File: config.mk
export PLATFORM = sky130hd
export DESIGN_NAME = piso_serializer
export DESIGN_NICKNAME = d
export VERILOG_FILES = /design/src/rtl/piso_serializer.sv
export SDC_FILE = /design/constraint.sdc
export NUM_CORES = 1
export LEC_CHECK = 0
export ABC_CLOCK_PERIOD_IN_PS = 4500
export CORE_MARGIN = 4
export CORE_UTILIZATION = 35
export DETAILED_ROUTE_END_ITERATION = 7
export PLACE_DENSITY = 0.62
export SYNTH_ARGS = -nofsm -noshare
export SYNTH_HDL_FRONTEND = slang
export SYNTH_SLANG_ARGS = --single-unit
File: constraint.sdc
create_clock -name clk -period 4.5 [get_ports clk]
set_clock_uncertainty 0.1 [all_clocks]
set_input_delay 0.9 -clock clk [delete_from_list [all_inputs] [get_ports clk]]
set_output_delay 0.9 -clock clk [all_outputs]
set_load 0.01 [all_outputs]
File: src/rtl/piso_serializer.sv
// Parallel-in serial-out transmitter: WIDTH-bit word in on load/ready, one bit per clock out with valid/last.
// A one-word hold buffer lets the next word queue behind the current one so words stream with no gap.
module piso_serializer #(
   parameter int WIDTH     = 4,
   parameter bit MSB_FIRST = 1'b1
) (
   input  logic             clk,
   input  logic             reset,
   input  logic             load,
   input  logic [WIDTH-1:0] d_in,
   output logic             ready,
   output logic             s_out,
   output logic             s_valid,
   output logic             s_last,
   output logic             busy
);

   localparam int CW = $clog2(WIDTH);
   localparam logic [CW-1:0] LAST_CNT = CW'(WIDTH - 1);
   localparam logic [0:0] S_IDLE  = 1'b0;
   localparam logic [0:0] S_SHIFT = 1'b1;

   logic [0:0]       state_q, state_d;
   logic [WIDTH-1:0] shift_q, shift_d;
   logic [WIDTH-1:0] hold_q, hold_d;
   logic             hold_full_q, hold_full_d;
   logic [CW-1:0]    cnt_q, cnt_d;
   logic             s_out_q, s_out_d;
   logic             s_valid_q, s_valid_d;
   logic             s_last_q, s_last_d;

   logic             accept;
   logic             last_bit;
   logic             start_en;
   logic [WIDTH-1:0] start_word;

   // shift_q holds only the bits still to be sent after the one currently on s_out
   function automatic logic head_bit(input logic [WIDTH-1:0] w);
      return MSB_FIRST ? w[WIDTH-1] : w[0];
   endfunction

   function automatic logic [WIDTH-1:0] tail_bits(input logic [WIDTH-1:0] w);
      return MSB_FIRST ? (w << 1) : (w >> 1);
   endfunction

   assign accept   = load && !hold_full_q;
   assign last_bit = (state_q == S_SHIFT) && (cnt_q == LAST_CNT);

   always_comb begin
      state_d     = state_q;
      shift_d     = shift_q;
      hold_d      = hold_q;
      hold_full_d = hold_full_q;
      cnt_d       = cnt_q;
      s_out_d     = s_out_q;
      s_valid_d   = s_valid_q;
      s_last_d    = s_last_q;
      start_en    = 1'b0;
      start_word  = d_in;

      if (state_q == S_IDLE) begin
         start_en = accept;
      end else if (!last_bit) begin
         cnt_d    = cnt_q + 1'b1;
         s_out_d  = head_bit(shift_q);
         shift_d  = tail_bits(shift_q);
         s_last_d = (cnt_q == LAST_CNT - 1'b1);
         if (accept) begin
            hold_d      = d_in;
            hold_full_d = 1'b1;
         end
      end else if (hold_full_q) begin
         start_en    = 1'b1;
         start_word  = hold_q;
         hold_full_d = 1'b0;
      end else if (accept) begin
         // bypass: word goes straight to the shifter at the last-bit edge
         start_en = 1'b1;
      end else begin
         state_d   = S_IDLE;
         s_out_d   = 1'b0;
         s_valid_d = 1'b0;
         s_last_d  = 1'b0;
      end

      if (start_en) begin
         state_d   = S_SHIFT;
         shift_d   = tail_bits(start_word);
         s_out_d   = head_bit(start_word);
         cnt_d     = '0;
         s_valid_d = 1'b1;
         s_last_d  = 1'b0;
      end
   end

   always_ff @(posedge clk or posedge reset) begin
      if (reset) begin
         state_q     <= S_IDLE;
         shift_q     <= '0;
         hold_q      <= '0;
         hold_full_q <= 1'b0;
         cnt_q       <= '0;
         s_out_q     <= 1'b0;
         s_valid_q   <= 1'b0;
         s_last_q    <= 1'b0;
      end else begin
         state_q     <= state_d;
         shift_q     <= shift_d;
         hold_q      <= hold_d;
         hold_full_q <= hold_full_d;
         cnt_q       <= cnt_d;
         s_out_q     <= s_out_d;
         s_valid_q   <= s_valid_d;
         s_last_q    <= s_last_d;
      end
   end

   assign ready   = ~hold_full_q;
   assign s_out   = s_out_q;
   assign s_valid = s_valid_q;
   assign s_last  = s_last_q;
   assign busy    = (state_q == S_SHIFT);

endmodule

## Yosys cells after proc, flatten, opt, wreduce, memory -nomap -nowiden

Index checks and enable logic that the tools add are counted.

- Logic and storage cells: 58
- Register bits after elaboration: 15

- Eq/ne operators: 7
- Bitwise gates (word level): 2
- Reductions and logical operators: 11
- Add/sub/neg operators: 1
- Mux-type cells: 29

Operator list:

| kind | count |
|---|---|
| 4-bit 2-to-1 mux | 6 |
| 1-bit 2-to-1 mux | 20 |
| 2-bit 2-to-1 mux | 3 |
| 2-bit by 1-bit inequality test with 1-bit output (second input constant) | 3 |
| 3-bit by 2-bit inequality test with 1-bit output (second input constant) | 2 |
| 3-bit AND reduction | 2 |
| 2-bit nonzero test | 3 |
| 2-bit == test (second input constant) | 2 |
| 2-bit AND reduction | 2 |
| 4-bit AND reduction | 1 |
| 2-bit by 1-bit adder with 2-bit output (second input constant) | 1 |
| 1-bit logical AND | 2 |
| 1-bit NOT | 2 |
| 1-bit logical NOT | 1 |

## Longest topological paths before layout

- Word-level depth: 8
- Mapped depth: 5
- Depth with buffers taken out: 4

## Worst setup path before layout

No wires, ideal clock.

- Path kind: in2reg
- Start: in load
- End: reg shift_q[2]
- Arrival time: 1.435 ns
- Library setup time: 0.123 ns
- Buffers on the path: 0
- Cell stages on the path: 3
- Data required time: 4.277 ns
- Path slack: 2.842 ns
- Path through: nor2b_4 > a21o_4 > o221a_1

- Longest elaborated chain between the ends: 7

Ends and longest elaborated chain:

| element | line | text |
|---|---|---|
| start: declaration | 9 | `input logic load,` |
| 1-bit logical AND * | 46 | `assign accept = load && !hold_full_q;` |
| 1-bit 2-to-1 mux | 76 | `end else if (accept) begin` |
| 1-bit 2-to-1 mux | 72 | `end else if (hold_full_q) begin` |
| 1-bit 2-to-1 mux | 63 | `end else if (!last_bit) begin` |
| 1-bit 2-to-1 mux * | 61 | `if (state_q == S_IDLE) begin` |
| 2-bit by 1-bit inequality test with 1-bit output (no source line) or 2-bit nonzero test (tied branches) | -- |  |
| 2-bit AND reduction (no source line) | -- |  |
| end signal: assignment | 108 | `shift_q <= shift_d;` |
| end: declaration | 24 | `logic [WIDTH-1:0] shift_q, shift_d;` |

Every way passes the cells marked *; elsewhere a longest branch is shown, timed or not.
A chain may end at the register's enable or synchronous reset.

## Worst setup path after layout

- Start: reg state_q (netlist: busy)
- End: out busy

RTL lines:

| element | line | text |
|---|---|---|
| start: declaration | 23 | `logic [0:0] state_q, state_d;` |
| start signal: assignment | 107 | `state_q <= state_d;` |
| end: declaration | 15 | `output logic busy` |

No word-level cell between the ends.

==> metrics <==
number of CTS-inserted buffers=3; Leak=0.3807 nW; Routed Antenna Nets=0; Max-Slew Margin vs Limit=0.6483; Netlist cell types=28; Setup crit end kind=output pin; status=finished, final reports clean; clock share of power=0.123; Max Fclk=387.8 MHz; final wirelength=1.346 mm; Mapped Cells=62; CP delay by family, top=flip-flops; Layout area overhead=19.52%; Max VDD drop=0.3148 mV; maxcap violations=0; cts repair resizes=0; setup TNS=0 ns; initial antenna violation count=0; first-pass GRT wire length=2.201 mm; final hold violation count=0; most frequent cells in the layout=14 x dfrtp_1, 11 x clkdlybuf4s50_1, 7 x inv_1, 4 x mux2_1; Power Internal=348.1 uW; DR pass1 iterations=4; Die Y=53.69 um; Die W=53.69 um; switch share=0.3578; commonest non-fill, non-tap cell in the layout=dfrtp_1; Tightest Pin Transition=0.5269 ns; die area=0.002883 mm2; clk sinks=14; Post-DP HPWL=977 um; Synth Cell Area=730.7 um2; Seq/Total Area, Yosys=0.4795; grt ovf=0; vias per cell=5.070; power per cell area=620.8 mW/mm2; detailed router's first-iteration violation count=8; Tot GR Track Use=0.1088; GPL Wtd Cong=0.7397; switching pwr=194.0 uW; final worst-path cycle share=0.5730; wire length per cell=13.46 um; share of cells above drive strength 1=0.1370; post-layout min period=2.578 ns; largest net degree at the start of global routing=16; final setup vio count=0; RSZ-0062 raised after global routing=no; worst skew pair latency=0.27 ns; Final Util=0.4407; nets@finish=84; Crit path arrival time=1.58 ns; hold crit path type=reg2reg; Buf/Inv on CP=1; IO Port Bufs=11; CP max stage cell=dfrtp_1; top post-synthesis cells by area=dfrtp_1 48%, mux2_1 6.2%, nand2b_4 5.7%; DR vias=507; CP cell instances=clkdlybuf4s50_1; htree depth=1; Avg Cell Area, Syn=11.79 um2; Post-Syn Nets=71; vias in the first global route=481; crit path max fanout=15; max-slew violations=0; post-synth top area cell=dfrtp_1; Core ar.=0.001982 mm2; Clock transition at path regs=0.08 ns; WHS=0.3895 ns; # diodes=0; FP Rows=16; Initial Utilization=0.3687; Max Buffers Root-to-Sink=2; CTS tree=built; hold bufs inserted after CTS=0; slowest stage delay, CP=0.66 ns; Gate power share=0.445; #FFs+latches synth=14; yosys warns=0; total power=542.1 uW; CTS root buffer=clkbuf_4; top-level I/O count=12; DRC=0; critical path class=reg2out; Setup crit start kind=flop; share of the synthesized area in the top cell type=0.4795; post-CTS setup buffers=0; Critical Path RT=3.50 ns; Sequential Power Share=0.432
==> sequential cells by signal, summed over array words and instances, names as in the netlist <==
name,count
shift_q,3
hold_full_q,1
cnt_q,2
busy,1
s_valid,1
s_out,1
s_last,1
hold_q,4
==> worst paths after layout <==
check / cells past startpoint / slack, ns / end / startpoint
max in group asynchronous: 2 / 3.08 / hold_q[3] / reset
hold reg to reg: 1 / 0.39 / hold_q[2] / hold_q[2]
min in group asynchronous: 2 / 0.86 / cnt_q[0] / reset
hold / removal: 1 / 0.39 / hold_q[2] / hold_q[2]
setup reg to reg: 4 / 2.79 / hold_q[1] / cnt_q[1]
setup / recovery: 1 / 1.92 / busy / busy
==> synthesized netlist by cell type, drive strengths merged <==
master,count
mux2i,2
and3,1
nand3b,1
a21boi,1
o21ai,1
o221a,1
nand3,3
o22ai,3
nand2,2
ha,2
buf,3
o221ai,2
nor3,1
dfrtp,14
nor3b,1
a2bb2oi,1
nor2,1
o2bb2ai,1
o32a,1
a21o,1
inv,7
mux2,4
nand2b,3
nor2b,2
a21oi,3
==> power groups by stage <==
| stage | registers [mW] | logic (mW) | clock network (mW) |
|---|---|---|---|
| finish | 0.234 | 0.241 | 0.0667 |
| global route | 0.242 | 0.268 | 0.0741 |
| CTS | 0.234 | 0.243 | 0.0706 |
| detailed placement | 0.237 | 0.242 | 0 |
| global placement | 0.233 | 0.237 | 0 |
| floorplan | 0.217 | 0.198 | 0 |
==> metal layers <==
metal | up-vias | global-route usage | routed length [um]
li1 | 243 | - | -
met1 | 251 | 0.1349 | 626
met2 | 11 | 0.1714 | 632
met3 | 2 | 0.04986 | 75
met4 | 0 | 0.02553 | 12
met5 | - | 0 | 0
==> through the flow <==
| step | cells | setup slack (ns) | area (um2) |
|---|---|---|---|
| after global routing | 100 | 1.843 | 873.3 |
| after CTS | 100 | 1.928 | 873.3 |
| after floorplan | 62 | 2.842 | 730.7 |
| after detailed placement | 97 | 2.149 | 850.8 |
| final | 100 | 1.922 | 873.3 |
| after global placement | 97 | 2.161 | 850.8 |
==> cell families (layout without fill, tap and decap cells) <==
family                     after synthesis  after routing  synth area share
adders and majority gates                2              2           0.03424
AOI/OAI and AO/OA                       15             15            0.1610
DFF                                     14             14            0.4795
buffers and inverters                   10             21           0.06850
muxes                                    6              6           0.08904
and+or+nand+nor                         15             15            0.1678
==> final cells by class <==
class                      instances  area, um2
clock buffer                       3      22.52
fill                             195       1109
inverter                           7      26.28
multi-input combinational         38      330.3
sequential                        14      350.3
tap                               27      33.78
timing repair buffer              11      110.1
(Power assumes the default switching activity.)
